**config.mk**
```make
export PLATFORM = sky130hd
export DESIGN_NAME = ahb_spi_flash_xip
export DESIGN_NICKNAME = d
export VERILOG_FILES = /design/src/rtl/ahb_spi_flash_xip.sv
export SDC_FILE = /design/constraint.sdc
export NUM_CORES = 1
export LEC_CHECK = 0
export BUFFER_PORTS_ARGS = -buffer_cell sky130_fd_sc_hd__clkbuf_2
export CORE_ASPECT_RATIO = 1.5
export CORE_MARGIN = 8
export CORE_UTILIZATION = 53
export DETAILED_ROUTE_END_ITERATION = 10
export PLACE_DENSITY = 0.91
export SLEW_MARGIN = 15
export SYNTH_ARGS = -nofsm -noshare
export SYNTH_HDL_FRONTEND = slang
export SYNTH_SLANG_ARGS = --single-unit
export TNS_END_PERCENT = 1
```
**constraint.sdc**
```tcl
create_clock -name clk -period 4.1 [get_ports clk]
set_clock_uncertainty 0.15 [all_clocks]
set_input_delay 0.205 -clock clk [delete_from_list [all_inputs] [get_ports clk]]
set_output_delay 0.205 -clock clk [all_outputs]
set_load 0.05 [all_outputs]
```
**src/rtl/ahb_spi_flash_xip.sv**
```systemverilog
// AHB-Lite slave that serves each 32-bit read with a single SPI READ (0x03-style) frame.
// Writes are refused with a two-cycle AHB error response and never touch the SPI bus.
module ahb_spi_flash_xip #(
    parameter int          W_ADDR   = 32,
    parameter logic [7:0]  CMD_READ = 8'h03
) (
    input  logic              clk,
    input  logic              rst,
    output logic              ahbls_hready_resp,
    input  logic              ahbls_hready,
    output logic              ahbls_hresp,
    input  logic [W_ADDR-1:0] ahbls_haddr,
    input  logic              ahbls_hwrite,
    input  logic [1:0]        ahbls_htrans,
    input  logic [2:0]        ahbls_hsize,
    input  logic [2:0]        ahbls_hburst,
    input  logic [3:0]        ahbls_hprot,
    input  logic              ahbls_hmastlock,
    input  logic [31:0]       ahbls_hwdata,
    output logic [31:0]       ahbls_hrdata,
    output logic              spi_cs_n,
    output logic              spi_sck,
    output logic              spi_mosi,
    input  logic              spi_miso
);

    typedef enum logic [2:0] {
        IDLE  = 3'd0,
        SETUP = 3'd1,
        SHIFT = 3'd2,
        HOLD  = 3'd3,
        DONE  = 3'd4,
        ERR0  = 3'd5,
        ERR1  = 3'd6
    } state_t;

    state_t      state_r, state_s;
    logic [6:0]  cnt_r, cnt_s;
    logic [31:0] tx_r, tx_s;
    logic [31:0] rx_r, rx_s;
    logic [31:0] hrdata_r, hrdata_s;
    logic        cs_n_r, cs_n_s;
    logic        sck_r, sck_s;
    logic        mosi_r, mosi_s;
    logic        hready_resp_r, hready_resp_s;
    logic        hresp_r, hresp_s;
    logic        accept_s;
    logic        unused_bits;

    assign unused_bits = ^{ahbls_hsize, ahbls_hburst, ahbls_hprot, ahbls_hmastlock,
                           ahbls_hwdata, ahbls_haddr[W_ADDR-1:24], ahbls_haddr[1:0]};

    // Bytes arrive lowest address first; the bus word is little-endian.
    function automatic logic [31:0] byte_swap(input logic [31:0] w);
        return {w[7:0], w[15:8], w[23:16], w[31:24]};
    endfunction

    // Next-state, shift datapath and next values of every registered output.
    always_comb begin
        state_s  = state_r;
        cnt_s    = cnt_r;
        tx_s     = tx_r;
        rx_s     = rx_r;
        hrdata_s = hrdata_r;
        mosi_s   = mosi_r;
        accept_s = ahbls_hready && ahbls_htrans[1];
        case (state_r)
            IDLE, DONE, ERR1: begin
                if (accept_s) begin
                    if (ahbls_hwrite) begin
                        state_s = ERR0;
                    end else begin
                        state_s = SETUP;
                        tx_s    = {CMD_READ, ahbls_haddr[23:2], 2'b00};
                        mosi_s  = CMD_READ[7];
                    end
                end else begin
                    state_s = IDLE;
                end
            end
            SETUP: begin
                state_s = SHIFT;
                cnt_s   = 7'd0;
            end
            SHIFT: begin
                cnt_s = cnt_r + 7'd1;
                // End of an sck-high clk: sample miso, present the next mosi bit.
                if (cnt_r[0]) begin
                    tx_s   = {tx_r[30:0], 1'b0};
                    mosi_s = tx_r[30];
                    if (cnt_r[6]) begin
                        rx_s = {rx_r[30:0], spi_miso};
                    end else begin
                        rx_s = rx_r;
                    end
                end else begin
                    tx_s = tx_r;
                end
                if (cnt_r == 7'd127) begin
                    state_s = HOLD;
                end else begin
                    state_s = SHIFT;
                end
            end
            HOLD: begin
                state_s  = DONE;
                hrdata_s = byte_swap(rx_r);
            end
            ERR0: begin
                state_s = ERR1;
            end
            default: begin
                state_s = IDLE;
            end
        endcase
        cs_n_s        = !(state_s inside {SETUP, SHIFT, HOLD});
        sck_s         = (state_s == SHIFT) && cnt_s[0];
        hready_resp_s = !(state_s inside {SETUP, SHIFT, HOLD, ERR0});
        hresp_s       = state_s inside {ERR0, ERR1};
    end

    // State, datapath and output flops; reset aborts any frame immediately.
    always_ff @(posedge clk or posedge rst) begin
        if (rst) begin
            state_r       <= IDLE;
            cnt_r         <= 7'd0;
            tx_r          <= 32'd0;
            rx_r          <= 32'd0;
            hrdata_r      <= 32'd0;
            cs_n_r        <= 1'b1;
            sck_r         <= 1'b0;
            mosi_r        <= 1'b0;
            hready_resp_r <= 1'b1;
            hresp_r       <= 1'b0;
        end else begin
            state_r       <= state_s;
            cnt_r         <= cnt_s;
            tx_r          <= tx_s;
            rx_r          <= rx_s;
            hrdata_r      <= hrdata_s;
            cs_n_r        <= cs_n_s;
            sck_r         <= sck_s;
            mosi_r        <= mosi_s;
            hready_resp_r <= hready_resp_s;
            hresp_r       <= hresp_s;
        end
    end

    assign ahbls_hready_resp = hready_resp_r;
    assign ahbls_hresp       = hresp_r;
    assign ahbls_hrdata      = hrdata_r;
    assign spi_cs_n          = cs_n_r;
    assign spi_sck           = sck_r;
    assign spi_mosi          = mosi_r;

endmodule
```
==> results.sh, run 1 <==
export IMPL_outcome="finished clean"
export IMPL_cts_buffer_depth=2
export IMPL_irDropWorstVdd_uv=307
export IMPL_clockPowerShare=0.289
export IMPL_p_int_mw=2.09
export IMPL_overflow=0
export IMPL_fin_nets=473
export IMPL_combPwrFrac=0.251
export IMPL_hpwlAfterDp_mm=5.65
export IMPL_ys_ff_latch=108
export IMPL_via_per_inst=5.51
export IMPL_syn_nets=410
export IMPL_yosys_most_used_dff="dfrtp_1"
export IMPL_wl_per_cell_um=16.9
export IMPL_fp_dieH_um=129
export IMPL_yosysUniqueCellTypes=48
export IMPL_postRouteAntennaNets=0
export IMPL_worst_pin_slew_ns=0.972
export IMPL_cp_arrival_ns=2.79
export IMPL_multi_input_area_um2=1730
export IMPL_cts_made_buffers=9
export IMPL_drt_pass1_iter_count=4
export IMPL_seq_area_um2=2710
export IMPL_pwr_share_seq=0.460
export IMPL_clk_pin_slew_worst_paths_ns=0.07
export IMPL_slew_headroom=0.352
export IMPL_fin_cells=502
export IMPL_core_um2=8360
export IMPL_cap_violations=0
export IMPL_cts_resized_gates=0
export IMPL_swShare=0.308
export IMPL_end_kind="flip-flop"
export IMPL_syn_inst=327
export IMPL_async_flop_share=1.00
export IMPL_place_congestion=0.818
export IMPL_leakagePower_nw=2.62
export IMPL_initial_core_util=0.544
export IMPL_syn2layout_area_growth_pct=16.2
export IMPL_portBuffers=64
export IMPL_io_pins=119
export IMPL_tns_ns=0
export IMPL_setup_worst_path_class="flip-flop to flip-flop"
export IMPL_hold_viol_final=0
export IMPL_cts_sinks=108
export IMPL_fillers=613
export IMPL_hold_path_class="input pin to flip-flop"
export IMPL_ys_warn_count=0
export IMPL_syn_area_um2=4550
export IMPL_num_rows=41
export IMPL_finalMaxSlewViolations=0
export IMPL_clock_fmax_mhz=368
export IMPL_drt_total_wl_mm=8.47
export IMPL_drive_above_1_share=0.395
export IMPL_drc=0
export IMPL_post_cts_setup_buffer_count=0
export IMPL_switchingPower_mw=0.933
export IMPL_grt_util_all_layers=0.149
export IMPL_clock_root_buffer="clkbuf_16"
export IMPL_ys_seq_area_frac=0.594
export IMPL_pwr_density_cell_nw_per_um2=572
export IMPL_grt_max_degree=83
export IMPL_synth_avg_cell_area_um2=13.9
export IMPL_critPathRequiredTime_ns=4.18
export IMPL_dp_cells=482
export IMPL_cts_max_level=3
export IMPL_antenna_cells=0
export IMPL_setup_viol=0
export IMPL_route_vias_total=2767
export IMPL_drt_iter0_drc=122
export IMPL_clock_latency_ns=0.34
export IMPL_die_w_um=91.7
export IMPL_grt_pass1_vias=2960
export IMPL_grt_pass1_wl_mm=14.4
export IMPL_worstSetupStartpointType="flip-flop"
export IMPL_post_route_min_period_ns=2.72
export IMPL_timing_final_crit_share=0.662
export IMPL_cts_tree="done"
export IMPL_rsz0062_at_grt="false"
export IMPL_antenna_found_initial=0
export IMPL_crit_path_max_fanout=32
export IMPL_synth_enable_flop_cells=0
export IMPL_die_area_um2=11900
[worst max-delay path: stages (launching register included)]
cell and delay, ns:
dfrtp_1 0.98, and4bb_2 0.49, nand2_2 0.48, mux2_1 0.49
[path summary, 6_finish.rpt]
check	startpoint	endpoint	slack, ns	cells after the start
max	cnt_r[0]$_DFF_PP0_	rx_r[31]$_DFFE_PP0P_	1.38	3
min	ahbls_haddr[16]	tx_r[16]$_DFFE_PP0P_	0.03	3
max reg2reg	cnt_r[0]$_DFF_PP0_	rx_r[31]$_DFFE_PP0P_	1.38	3
min reg2reg	tx_r[24]$_DFFE_PP0P_	tx_r[25]$_DFFE_PP0P_	0.34	1
max in group asynchronous	rst	rx_r[27]$_DFFE_PP0P_	2.40	4
min in group asynchronous	rst	ahbls_hrdata[27]$_DFFE_PP0N_	0.49	3
[cell type report]
type	count	share of cell area
well taps	107	0.0253
clock buffers	9	0.0426
clock inverters	7	0.0159
repair buffers	72	0.0738
multi-input cells	194	0.327
flip-flops and latches	108	0.512
inverters	5	0.00402
[cells in the mapped netlist, types with 2 or more instances]
| master | n | area (um^2) |
|---|---|---|
| and3_1 | 3 | 18.8 |
| o21ai_0 | 3 | 15.0 |
| mux2_2 | 63 | 709 |
| mux2i_1 | 22 | 220 |
| clkbuf_1 | 5 | 18.8 |
| dfstp_2 | 2 | 52.6 |
| nand2b_1 | 21 | 131 |
| buf_2 | 11 | 55.1 |
| and4bb_2 | 2 | 25.0 |
| nor2b_1 | 2 | 12.5 |
| o22a_1 | 2 | 17.5 |
| xnor2_1 | 2 | 17.5 |
| a2bb2oi_1 | 22 | 193 |
| buf_4 | 2 | 15.0 |
| nor2_1 | 5 | 18.8 |
| nand3_1 | 3 | 15.0 |
| inv_1 | 5 | 18.8 |
| nand2_1 | 8 | 30.0 |
| dfrtp_1 | 106 | 2650 |
| a22o_1 | 8 | 70.1 |
| a211oi_1 | 3 | 22.5 |
[state kept, by name, indices dropped and copies added (netlist names)]
signal / cells
ahbls_hrdata: 32
ahbls_hready_resp: 1
ahbls_hresp: 1
cnt_r: 7
rx_r: 32
spi_cs_n: 1
spi_mosi: 1
spi_sck: 1
state_r: 3
tx_r: 29
[kinds of logic (layout without fill, tap and decap cells)]
logic type / after synthesis / count (layout) / share of synthesized area
flip-flops: 108 / 108 / 0.594
buffers and inverters: 25 / 93 / 0.0272
multiplexers: 86 / 86 / 0.207
AND/OR/NAND/NOR: 55 / 55 / 0.0748
XOR/XNOR: 3 / 3 / 0.00578
adder cells (fa/ha/maj): 1 / 1 / 0.00275
AO/OA/AOI/OAI: 49 / 49 / 0.0883
[layer usage]
metal	vias to the layer above	track usage	routed length, um
li1	1307	-	-
met1	1383	0.172	3640
met2	64	0.252	4240
met3	13	0.0463	467
met4	0	0.0600	123
met5	-	0	0
[timing repair]
| item | CTS | global route |
|---|---|---|
| hold buffers | 4 | 0 |
| endpoints found under the setup margin | 0 | 0 |
| hold endpoints to repair | 82 | 0 |
[stage by stage]
step	utilization	total power, mW	area [um^2]	hold WS [ns]	setup slack (ns)
5_1_grt	0.632	3.18	5290	0.0220	1.19
4_1_cts	0.632	3.05	5290	0.0149	1.40
6_report	0.632	3.02	5290	0.0251	1.38
3_5_place_dp	0.591	2.16	4940	0.317	1.42
3_3_place_gp	0.591	2.12	4940	0.293	1.46
2_1_floorplan	-	2.01	4550	0.200	0.903
[power by group through the flow]
| stage | Sequential [mW] | Combinational [mW] | Clock, mW |
|---|---|---|---|
| 2_1_floorplan | 1.40 | 0.611 | 0 |
| 3_3_place_gp | 1.39 | 0.731 | 0 |
| 3_5_place_dp | 1.41 | 0.758 | 0 |
| 4_1_cts | 1.39 | 0.766 | 0.895 |
| 5_1_grt | 1.42 | 0.825 | 0.938 |
| 6_report | 1.39 | 0.761 | 0.873 |
[placed cells by master (no fill, tap or decap), types with 3 or more instances in the layout]
cell and n:
nand2_1 8, nand2b_1 21, dfrtp_1 106, o21ai_0 3
dlygate4sd3_1 4, and3_1 3, a22o_1 8, clkbuf_2 64
nand3_1 3, buf_4 4, inv_1 4, mux2i_1 22
a2bb2oi_1 22, clkbuf_16 9, nor2_1 5, mux2_2 63
a211oi_1 3
Power figures use the tool's default switching activity.
==> run 2: changes to the inputs <==
--- a/config.mk
+++ b/config.mk
@@ -5,12 +5,13 @@
 export SDC_FILE = /design/constraint.sdc
 export NUM_CORES = 1
 export LEC_CHECK = 0
+export ABC_AREA = 1
 export BUFFER_PORTS_ARGS = -buffer_cell sky130_fd_sc_hd__clkbuf_2
 export CORE_ASPECT_RATIO = 1.5
 export CORE_MARGIN = 8
 export CORE_UTILIZATION = 53
 export DETAILED_ROUTE_END_ITERATION = 10
-export PLACE_DENSITY = 0.91
+export PLACE_DENSITY = 0.9
 export SLEW_MARGIN = 15
 export SYNTH_ARGS = -nofsm -noshare
 export SYNTH_HDL_FRONTEND = slang
==> constraint.sdc (replaced) <==
create_clock -name clk -period 2.85 [get_ports clk]
set_clock_uncertainty 0.15 [all_clocks]
set_input_delay 0.1425 -clock clk [delete_from_list [all_inputs] [get_ports clk]]
set_output_delay 0.1425 -clock clk [all_outputs]
set_load 0.05 [all_outputs]
==> results.sh, run 2 <==
export IMPL_via_per_inst=5.20
export IMPL_route_vias_total=3793
export IMPL_hold_depth=5
export IMPL_timing_final_crit_share=0.766
export IMPL_overflow=0
export IMPL_hpwlAfterDp_mm=6.65
export IMPL_setup_viol=0
export IMPL_tns_ns=0
export IMPL_yosysUniqueCellTypes=26
export IMPL_outcome="finished clean"
export IMPL_pwr_density_cell_nw_per_um2=834
export IMPL_die_area_um2=12500
export IMPL_ys_warn_count=0
export IMPL_switchingPower_mw=1.84
export IMPL_ys_ff_latch=108
export IMPL_async_flop_share=1.00
export IMPL_cts_tree="done"
export IMPL_finalMaxSlewViolations=0
export IMPL_leakagePower_nw=2.83
export IMPL_drt_total_wl_mm=10.5
export IMPL_drt_iter0_drc=296
export IMPL_crit_path_max_fanout=64
export IMPL_combPwrFrac=0.334
export IMPL_end_kind="flip-flop"
export IMPL_layout_commonest_cell="nand2_1"
export IMPL_cts_sinks=108
export IMPL_cp_arrival_ns=2.27
export IMPL_clock_root_buffer="clkbuf_16"
export IMPL_clock_fmax_mhz=458
export IMPL_syn_nets=626
export IMPL_post_route_min_period_ns=2.18
export IMPL_hold_viol_final=0
export IMPL_postRouteAntennaNets=0
export IMPL_antenna_found_initial=0
export IMPL_cap_violations=0
export IMPL_grt_max_degree=109
export IMPL_holdWs_ns=0.0143
export IMPL_synth_most_common_cell="nand2_1"
export IMPL_pwr_share_seq=0.420
export IMPL_synth_top_family_by_area="simple AND/OR/NAND/NOR gates"
export IMPL_portBuffers=64
export IMPL_fillers=704
export IMPL_synth_top_area_cell="dfrtp_1"
export IMPL_total_power_mw=4.71
export IMPL_synthAdderAreaFrac=0.00259
export IMPL_drive_above_1_share=0.213
export IMPL_p_int_mw=2.88
export IMPL_cts_buffer_depth=2
export IMPL_worst_pin_slew_ns=0.730
export IMPL_die_w_um=94.0
export IMPL_synthMuxAreaShare=0
export IMPL_ys_top_cells_by_count="183 x nand2_1, 106 x dfrtp_1, 61 x o21ai_0, 48 x inv_1, 44 x nand3_1"
export IMPL_syn_area_um2=4830
export IMPL_drt_pass1_iter_count=4
export IMPL_initial_core_util=0.548
export IMPL_place_congestion=0.807
export IMPL_layout_common_cells="183 x nand2_1, 106 x dfrtp_1, 64 x clkbuf_2"
export IMPL_synth_avg_cell_area_um2=8.90
export IMPL_cts_max_level=3
export IMPL_clock_latency_ns=0.34
export IMPL_drc=0
export IMPL_grt_pass1_wl_mm=18.2
export IMPL_cts_made_buffers=9
export IMPL_num_rows=42
export IMPL_yosys_most_used_dff="dfrtp_1"
export IMPL_reg2reg_depth=5
export IMPL_core_um2=8830
export IMPL_synthTopCellsByArea="dfrtp_1 55%, nand2_1 14%, o21ai_0 6.3%"
export IMPL_synthSimpleGateAreaFrac=0.282
export IMPL_wl_per_cell_um=14.4
export IMPL_netlist_area_leader_share=0.549
export IMPL_slew_headroom=0.513
export IMPL_synth_enable_flop_cells=0
export IMPL_fin_nets=698
export IMPL_hold_path_class="input pin to flip-flop"
export IMPL_clk_pin_slew_worst_paths_ns=0.07
export IMPL_syn2layout_area_growth_pct=17.0
export IMPL_syn_inst=543
export IMPL_synth_compound_area_frac=0.0743
export IMPL_fp_dieH_um=133
export IMPL_grt_util_all_layers=0.178
export IMPL_clockPowerShare=0.245
export IMPL_critPathRequiredTime_ns=2.93
export IMPL_irDropWorstVdd_uv=630
export IMPL_grt_pass1_vias=3946
export IMPL_rsz0062_at_grt="false"
export IMPL_io_pins=119
export IMPL_utilization=0.640
export IMPL_setup_worst_path_class="flip-flop to flip-flop"
export IMPL_worstSetupStartpointType="flip-flop"
export IMPL_synth_xor_area_frac=0.00362
export IMPL_swShare=0.390
export IMPL_ys_seq_area_frac=0.560
export IMPL_antenna_cells=0
run 2: layer usage:
layer,track usage,part of all wire,up-vias,routed length (um)
li1,-,-,1855,-
met1,0.206,0.41,1811,4310
met2,0.310,0.52,114,5500
met3,0.0408,0.054,13,571
met4,0.0585,0.013,0,142
met5,0,0,-,0
run 2: worst paths after layout:
check | end | slack [ns] | start
worst max-delay path | rx_r[28]$_DFFE_PP0P_ | 0.67 | state_r[0]$_DFF_PP0_
worst min-delay path | tx_r[21]$_DFFE_PP0P_ | 0.01 | ahbls_haddr[21]
worst max register to register | rx_r[28]$_DFFE_PP0P_ | 0.67 | state_r[0]$_DFF_PP0_
worst min register to register | tx_r[25]$_DFFE_PP0P_ | 0.32 | tx_r[25]$_DFFE_PP0P_
max in group asynchronous | ahbls_hrdata[4]$_DFFE_PP0N_ | 1.77 | rst
min in group asynchronous | state_r[1]$_DFF_PP0_ | 0.37 | rst
run 2: cell families (layout without fill, tap and decap cells):
| family | count (synthesis) | count (layout) |
|---|---|---|
| buffers and inverters | 81 | 158 |
| flip-flops | 108 | 108 |
| adder cells (fa/ha/maj) | 1 | 1 |
| XOR/XNOR | 2 | 2 |
| AO/OA/AOI/OAI | 69 | 69 |
| AND/OR/NAND/NOR | 282 | 282 |
run 2: timing repair:
item | CTS | global route
buffers inserted | 0 | 0
resized for setup | 0 | 0
endpoints found under the hold margin | 126 | 0
hold buffers | 21 | 0
run 2: power groups by stage:
stage | Combinational [mW] | Clock [mW] | Sequential (mW)
floorplan | 1.24 | 0 | 2.07
global placement | 1.47 | 0 | 1.99
detailed placement | 1.54 | 0 | 2.00
CTS | 1.57 | 1.18 | 1.98
global route | 1.74 | 1.24 | 2.01
finish | 1.58 | 1.16 | 1.98
run 2: per-stage QoR:
stage	std cells	instance area (um^2)	setup WS, ns
global route	730	5650	0.437
global placement	693	5170	0.758
detailed placement	693	5170	0.669
CTS	730	5650	0.650
finish	730	5650	0.666
floorplan	543	4840	1.26
run 2: cell type report:
class | instances | area [um^2] | share of cell area
clock inverter | 5 | 35.0 | 0.00620
inverter | 53 | 210 | 0.0372
clock buffer | 11 | 243 | 0.0429
timing repair buffer | 89 | 573 | 0.101
sequential | 108 | 2710 | 0.478
multi-input combinational | 354 | 1750 | 0.310
tap | 110 | 138 | 0.0243
run 2: worst max-delay path, stage by stage, from the launching register on:
cell     delay (ns)
dfrtp_1        0.52
inv_4          0.32
nand3_4        0.13
inv_4          0.11
nand3_4        0.44
o21ai_0        0.39
